**src/rtl/hrm_core_pkg.sv**
```systemverilog
// Shared constants and types for the 16-bit heart-rate-monitor core.
package hrm_core_pkg;

  localparam int unsigned INSTR_W = 16;
  localparam int unsigned ADDR_W  = 8;

  // Encoding that stops instruction fetch until resumed.
  localparam logic [INSTR_W-1:0] HALT_WORD = 16'h0001;

  // Opcode field lives in instruction bits [15:12].
  localparam int unsigned OPC_MSB = 15;
  localparam int unsigned OPC_LSB = 12;
  localparam logic [3:0] OPC_ADDSUB = 4'b1111;
  localparam logic [3:0] OPC_ADDI   = 4'b0101;
  localparam logic [3:0] OPC_SB     = 4'b0100;

  typedef enum logic {
    ST_RUN  = 1'b0,
    ST_HALT = 1'b1
  } fetch_state_e;

  function automatic logic [3:0] opcode_of(input logic [INSTR_W-1:0] word);
    return word[OPC_MSB:OPC_LSB];
  endfunction

endpackage

```
**src/rtl/iram_fetch_ctrl.sv**
```systemverilog
// Instruction-fetch sequencer: owns the byte PC, reads the IRAM combinationally,
// holds one buffered instruction for decode, parks on HALT and accepts redirects.
module iram_fetch_ctrl
  import hrm_core_pkg::*;
#(
  parameter logic [ADDR_W-1:0]  RESET_PC  = 8'h00,
  parameter logic [INSTR_W-1:0] HALT_WORD = hrm_core_pkg::HALT_WORD
) (
  input  logic               CLK,
  input  logic               RESET,
  output logic [ADDR_W-1:0]  ADDR,
  input  logic [INSTR_W-1:0] Q,
  output logic [INSTR_W-1:0] instr,
  output logic [ADDR_W-1:0]  instr_pc,
  output logic               instr_valid,
  input  logic               instr_ready,
  input  logic               redirect_valid,
  input  logic [ADDR_W-1:0]  redirect_addr,
  input  logic               resume,
  output logic               halted,
  output logic [15:0]        issue_count
);

  fetch_state_e       state_q, state_d;
  logic [ADDR_W-1:0]  pc_q, pc_d;
  logic [INSTR_W-1:0] instr_q, instr_d;
  logic [ADDR_W-1:0]  ipc_q, ipc_d;
  logic               valid_q, valid_d;
  logic [15:0]        cnt_q, cnt_d;

  logic buf_free;
  logic accept;

  assign buf_free = ~valid_q | instr_ready;
  assign accept   = valid_q & instr_ready;

  // Next-state: redirect beats fetch in RUN; HALT only listens to resume.
  always_comb begin
    state_d = state_q;
    pc_d    = pc_q;
    instr_d = instr_q;
    ipc_d   = ipc_q;
    valid_d = valid_q;
    cnt_d   = cnt_q + {15'd0, accept};

    unique case (state_q)
      ST_RUN: begin
        if (redirect_valid) begin
          // Flush the buffer; an acceptance this cycle was already counted above.
          pc_d    = redirect_addr & 8'hFE;
          valid_d = 1'b0;
        end else if (buf_free) begin
          pc_d = pc_q + 8'd2;
          if (Q == HALT_WORD) begin
            valid_d = 1'b0;
            state_d = ST_HALT;
          end else begin
            instr_d = Q;
            ipc_d   = pc_q;
            valid_d = 1'b1;
          end
        end
      end
      ST_HALT: begin
        valid_d = 1'b0;
        if (resume) state_d = ST_RUN;
      end
      default: state_d = ST_RUN;
    endcase
  end

  // State registers with synchronous active-high reset.
  always_ff @(posedge CLK) begin
    if (RESET) begin
      state_q <= ST_RUN;
      pc_q    <= RESET_PC;
      instr_q <= '0;
      ipc_q   <= '0;
      valid_q <= 1'b0;
      cnt_q   <= '0;
    end else begin
      state_q <= state_d;
      pc_q    <= pc_d;
      instr_q <= instr_d;
      ipc_q   <= ipc_d;
      valid_q <= valid_d;
      cnt_q   <= cnt_d;
    end
  end

  assign ADDR        = pc_q;
  assign instr       = instr_q;
  assign instr_pc    = ipc_q;
  assign instr_valid = valid_q;
  assign halted      = (state_q == ST_HALT);
  assign issue_count = cnt_q;

endmodule

```
**config.mk**
```make
export PLATFORM = sky130hd
export DESIGN_NAME = iram_fetch_ctrl
export DESIGN_NICKNAME = d
export VERILOG_FILES = /design/src/rtl/hrm_core_pkg.sv /design/src/rtl/iram_fetch_ctrl.sv
export SDC_FILE = /design/constraint.sdc
export NUM_CORES = 1
export LEC_CHECK = 0
export CAP_MARGIN = 20
export CORE_ASPECT_RATIO = 0.7
export CORE_MARGIN = 3
export CORE_UTILIZATION = 43
export DETAILED_ROUTE_END_ITERATION = 10
export PLACE_DENSITY = 0.77
export SYNTH_ARGS = -nofsm -noshare
export SYNTH_HDL_FRONTEND = slang
export SYNTH_SLANG_ARGS = --single-unit
```
**constraint.sdc**
```tcl
create_clock -name CLK -period 3.7 [get_ports CLK]
set_input_delay 0.925 -clock CLK [delete_from_list [all_inputs] [get_ports CLK]]
set_output_delay 0.925 -clock CLK [all_outputs]
set_load 0.05 [all_outputs]
```
==> results of run 1 <==
-- flip-flops by register name, summed over array words and instances (netlist names) --
register and flops:
ADDR 7, instr_valid 1, halted 1, instr 16, instr_pc 7, issue_count 16
-- power breakdown --
group          internal [mW]  switching (mW)  total (mW)  leakage (nW)
Clock                  0.238           0.168       0.407        0.0645
Sequential             0.539          0.0180       0.557         0.392
Combinational         0.0972           0.137       0.234         0.761
Total                  0.874           0.323        1.20          1.22
-- Yosys cell counts (all sizes together) --
| master | number | share of area [%] |
|---|---|---|
| a211oi | 1 | 0.33 |
| a21o | 1 | 0.33 |
| a21oi | 10 | 2.4 |
| a22o | 2 | 0.78 |
| a22oi | 2 | 0.67 |
| a311oi | 1 | 0.39 |
| a31oi | 1 | 0.28 |
| and2 | 2 | 0.56 |
| and3 | 5 | 1.4 |
| and4 | 3 | 1.2 |
| buf | 9 | 2.7 |
| clkbuf | 7 | 1.2 |
| conb | 1 | 0.17 |
| dfxtp | 48 | 43 |
| ha | 3 | 1.7 |
| inv | 2 | 0.33 |
| mux2i | 24 | 11 |
| nand2 | 10 | 2.0 |
| nand2b | 49 | 14 |
| nand3 | 5 | 1.1 |
| nand4 | 4 | 1.1 |
| nor2 | 21 | 3.5 |
| nor2b | 5 | 1.4 |
| nor3 | 1 | 0.22 |
| nor4 | 3 | 0.83 |
| nor4b | 1 | 0.39 |
| o21a | 2 | 0.67 |
| o21ai | 5 | 1.1 |
| o22ai | 2 | 0.56 |
| o31ai | 2 | 0.67 |
| or3 | 2 | 0.56 |
| or4 | 1 | 0.33 |
| xnor2 | 3 | 1.2 |
| xor2 | 8 | 3.1 |
-- worst max-delay path, stage by stage --
cell and delay (ns):
clkdlybuf4s50_1 0.49, and2_1 0.13, ha_1 0.16, ha_1 0.18, and2_0 0.31, nand2_1 0.12
or3_1 0.31, a21oi_1 0.16
-- logic make-up after synthesis --
group | synth area share (%)
flip-flops | 42.7
buffers and inverters | 4.17
other | 0.167
XOR/XNOR | 4.28
AO/OA/AOI/OAI | 8.17
AND/OR/NAND/NOR | 28.2
multiplexers | 10.7
adder cells (fa/ha/maj) | 1.67
-- worst min-delay path by stage --
stage	from	end	slack [ns]	depth (start not counted)
floorplan	instr[0]	instr[0]	0.69	2
global placement	instr[13]	instr[13]	0.46	2
detailed placement	instr[0]	instr[0]	0.46	2
CTS	instr[10]	instr[10]	0.48	2
global route	issue_count[15]	issue_count[15]	0.50	2
finish	instr[10]	instr[10]	0.47	2
-- area by class of cell --
class | instances | area, um^2
clock buffers | 7 | 96.3
clock inverters | 1 | 30.0
fillers | 409 | 1770
inverters | 2 | 7.51
multi-input cells | 181 | 1200
flip-flops and latches | 48 | 961
well taps | 69 | 86.3
repair buffers | 77 | 761
-- routing by layer --
layer  vias to the layer above  global-route usage (%)
li1                        969                       -
met1                       859                    24.6
met2                        47                    26.9
met4                         0                    5.74
met3                         3                    3.84
met5                         -                       0
-- metrics by stage --
step	hold slack (ns)	power, mW	instances	setup WS (ns)
global placement	0.459	0.801	377	0.904
global route	0.505	1.25	385	0.951
detailed placement	0.463	0.803	377	0.818
finish	0.472	1.20	385	1.13
floorplan	0.693	0.716	247	1.51
CTS	0.478	1.21	385	1.13
==> impl_metrics.csv, run 1 <==
group,metric,value,unit
power,leakagePower,1.22,nW
global_routing,first_global_vias,1805,
job,cap_violations,0,
clock_network,cts_sinks,48,
timing,relSlewSlack,37.4,%
clock_network,cts_resized,0,
clock_network,post_cts_buffers,0,
finish,utilization,64.0,%
setup_path,worstPathRequired,3.93,ns
clock_network,postCtsHoldBufs,0,
routing,wl,5.15,mm
die,start_util,45.8,%
die,die_w,92.5,um
finish,nNetsFinal,347,
timing,fin_setup_tns,0,ns
logic_synthesis,syn_area_per_cell,9.16,um^2
placed_design,numPortBuffers,75,
timing,worst-slew-pin-transition,0.938,ns
setup_path,timing.rr.start,"instr_valid",
setup_path,r2r_slack,1.87,ns
die,die_h,66.6,um
placed_design,placed_area,3020,um^2
timing,fin_crit,2.57,ns
global_routing,grtUsageTotal,17.6,%
setup_path,r2r_cells,7,
routing,wire_per_inst,13.4,um
timing,drv_slew,0,
routing,ant_nets,0,
timing,rsz0062_at_grt,"no",
die,pin_count,79,
setup_path,worst_setup_path_start_kind,"input pin",
global_routing,antenna_found_initial,0,
setup_path,r2r-end,"issue_count[14]",
finish,drive_gt1_share,4.75,%
logic_synthesis,yosys_warnings,0,
setup_path,crit_path_start,"instr_ready",
routing,drt-met1-wl,2.61,mm
outcome,status,"complete, no violations",
clock_network,clk_latency,0.30,ns
logic_synthesis,syn_inst,246,
power,ir_worst_vdd,198,uV
finish,diodes,0,
clock_network,clkTransAtPathRegs,0.09,ns
timing,setup_viol,0,
routing,routed-wl-met2,2.28,mm
logic_synthesis,synth-seq-cells,48,
clock_network,cts_max_path_buffers,2,
routing,wl_met3,224,um
clock_network,cts_tree,"built",
min_path,hold_path_class,"register to register",
timing,finalHoldViolations,0,
die,dieArea,6160,um^2
die,core_area,4910,um^2
routing,firstDrtPassIters,4,
global_routing,grt_max_degree,71,
logic_synthesis,yosysSeqAreaShare,42.7,%
setup_path,crit_fanout,6,
routing,routed.top_layer,"met4",
setup_path,critPathKind,"input pin to register",
routing,routed_via_density,4.88,
finish,mostFrequentLayoutCell,"clkdlybuf4s50_1",
global_routing,grt_overflow_total,0,
placed_design,dp_hpwl,3.71,mm
power,powerDensity,381,nW/um^2
timing,max_freq,0.390,GHz
setup_path,crit_end,"issue_count[14]",
die,row_count,21,
timing,fin_crit_sh,69.3,%
logic_synthesis,synth_cell_types,41,
finish,syn_to_final_growth,39.7,%
clock_network,cts_max_level,2,
setup_path,cp.arrival,2.79,ns
routing,dr.first_iter.drc_count,132,
routing,drc,0,
finish,stdcell_area,3150,um^2
setup_path,end_kind,"register",
timing,clock_skew,0.00806,ns
clock_network,clockRootBuffer,"clkbuf_8",
clock_network,numCtsBuffers,5,
finish,most-common-layout-cells,"clkdlybuf4s50_1, nand2b_1, dfxtp_1",
routing,vias,1878,
logic_synthesis,syn-cell-area,2250,um^2
global_routing,grt_pass1_wl,8.60,mm
placed_design,gp_congestion,0.803,
Note: power is estimated with default switching activity, not from simulation.
==> run 2, diff against run 1 <==
CORE_UTILIZATION = 40   (was 43)
PLACE_DENSITY = 0.75   (was 0.77)
clock period = 2.1 ns   (was 3.7 ns; I/O delays follow)
==> impl_metrics.csv, run 2 (synthesized netlist as in run 1, its figures left out) <==
group,metric,value,unit
outcome,status,"complete, no violations",
die,die_w,95.7,um
die,dieArea,6580,um^2
clock_network,cts_max_path_buffers,2,
setup_path,cpLargestDelayFamily,"buffers and inverters",
routing,firstDrtPassIters,4,
finish,multi_input_area,1210,um^2
power,comb_power_share,21.9,%
setup_path,slowest_stage,"clkdlybuf4s50_1",
routing,wl,5.41,mm
timing,relSlewSlack,65.6,%
setup_path,path_buf_inv,1,
power,switching_share,29.0,%
setup_path,critPathKind,"register to primary output",
clock_network,postCtsHoldBufs,0,
die,die_h,68.8,um
routing,ant_nets,0,
clock_network,cts_sinks,48,
timing,max_freq,0.491,GHz
global_routing,grtUsageTotal,16.8,%
timing,fin_setup_tns,0,ns
setup_path,slowest_delay,0.82,ns
finish,stdcell_area,3230,um^2
global_routing,first_global_vias,1838,
power,seqPwrFrac,49.9,%
die,start_util,42.2,%
die,pin_count,79,
setup_path,worst_setup_path_start_kind,"register",
power,power,1.97,mW
clock_network,cts_resized,0,
power,clockPowerShare,28.1,%
timing,clock_skew,0.00465,ns
timing,fin_crit_sh,96.9,%
routing,routed_via_density,4.85,
finish,diodes,0,
clock_network,clk_latency,0.29,ns
setup_path,cp.arrival,1.51,ns
placed_design,dp_worst_setup_slack,-0.272,ns
setup_path,crit_fanout,4,
setup_path,worstPathRequired,1.57,ns
die,core_area,5340,um^2
setup_path,end_kind,"primary output",
finish,drive_gt1_share,12.1,%
clock_network,post_cts_buffers,0,
timing,drv_slew,0,
routing,dr.first_iter.drc_count,61,
finish,area.sequential,961,um^2
timing,fin_ws,0.0652,ns
min_path,hold_path_class,"register to register",
placed_design,gp_congestion,0.838,
timing,finalHoldViolations,0,
power,internal_power,1.40,mW
clock_network,cts_max_level,2,
routing,drc,0,
placed_design,numPortBuffers,75,
finish,most-common-layout-cells,"clkdlybuf4s50_1, nand2b_1, dfxtp_1",
global_routing,grt_pass1_wl,8.57,mm
placed_design,dp_hpwl,4.08,mm
power,p_switching,0.570,mW
finish,syn_to_final_growth,43.4,%
routing,wire_per_inst,13.5,um
finish,nNetsFinal,361,
global_routing,grt_max_degree,36,
timing,setup_viol,0,
timing,whs,0.475,ns
clock_network,clkTransAtPathRegs,0.08,ns
global_routing,grt_overflow_total,0,
timing,rsz0062_at_grt,"no",
power,powerDensity,609,nW/um^2
power,ir_worst_vdd,388,uV
timing,fin_crit,2.03,ns
placed_design,placed_area,3130,um^2
clock_network,clockRootBuffer,"clkbuf_8",
clock_network,cts_tree,"built",
timing,worst-slew-pin-transition,0.514,ns
finish,mostFrequentLayoutCell,"clkdlybuf4s50_1",
die,row_count,22,
power,leakagePower,1.35,nW
finish,fillCellCount,469,
job,cap_violations,0,
global_routing,antenna_found_initial,0,
routing,vias,1951,
clock_network,numCtsBuffers,5,
setup_path,crit_chain,"clkdlybuf4s50_1",
-- run 2: layout make-up --
cell class                      instances  area share, %
Timing Repair Buffer                   91           27.0
Sequential cell                        48           29.7
Clock buffer                            6           2.56
Tap cell                               72           2.79
Clock inverter                          2          0.310
Inverter                                2          0.232
Multi-Input combinational cell        181           37.3
-- run 2: metal layers --
layer	global-route usage [%]	share of wire (%)
met1	22.1	49
met2	27.0	45
met3	4.66	5.7
met4	5.32	0.59
met5	0	0
-- run 2: worst reg2reg max path, cell delays in order, from the launching register on --
cell	delay, ns
dfxtp_1	0.37
and2_1	0.14
ha_1	0.17
and3_1	0.24
nand2_4	0.08
or4_1	0.47
a21oi_1	0.14
-- run 2: final timing paths --
kind / from / endpoint / slack [ns] / depth (start not counted)
setup reg to reg: instr_valid / issue_count[15] / 0.43 / 6
hold reg to reg: instr[2] / instr[2] / 0.48 / 2
hold / removal: instr[2] / instr[2] / 0.48 / 2
setup / recovery: issue_count[12] / issue_count[12] / 0.07 / 1
-- run 2: power groups by stage --
stage | Combinational [mW] | Sequential [mW] | Clock (mW)
after floorplan | 0.132 | 1.13 | 0
after global placement | 0.426 | 1.00 | 0
after detailed placement | 0.432 | 1.00 | 0
after CTS | 0.434 | 0.982 | 0.578
after global routing | 0.457 | 0.988 | 0.609
final | 0.431 | 0.982 | 0.553
-- run 2: per-stage QoR --
stage / util, % / std cells
finish: 60.5 / 402
global route: 60.5 / 402
CTS: 60.3 / 402
detailed placement: 58.6 / 394
global placement: 58.6 / 394
floorplan: - / 247
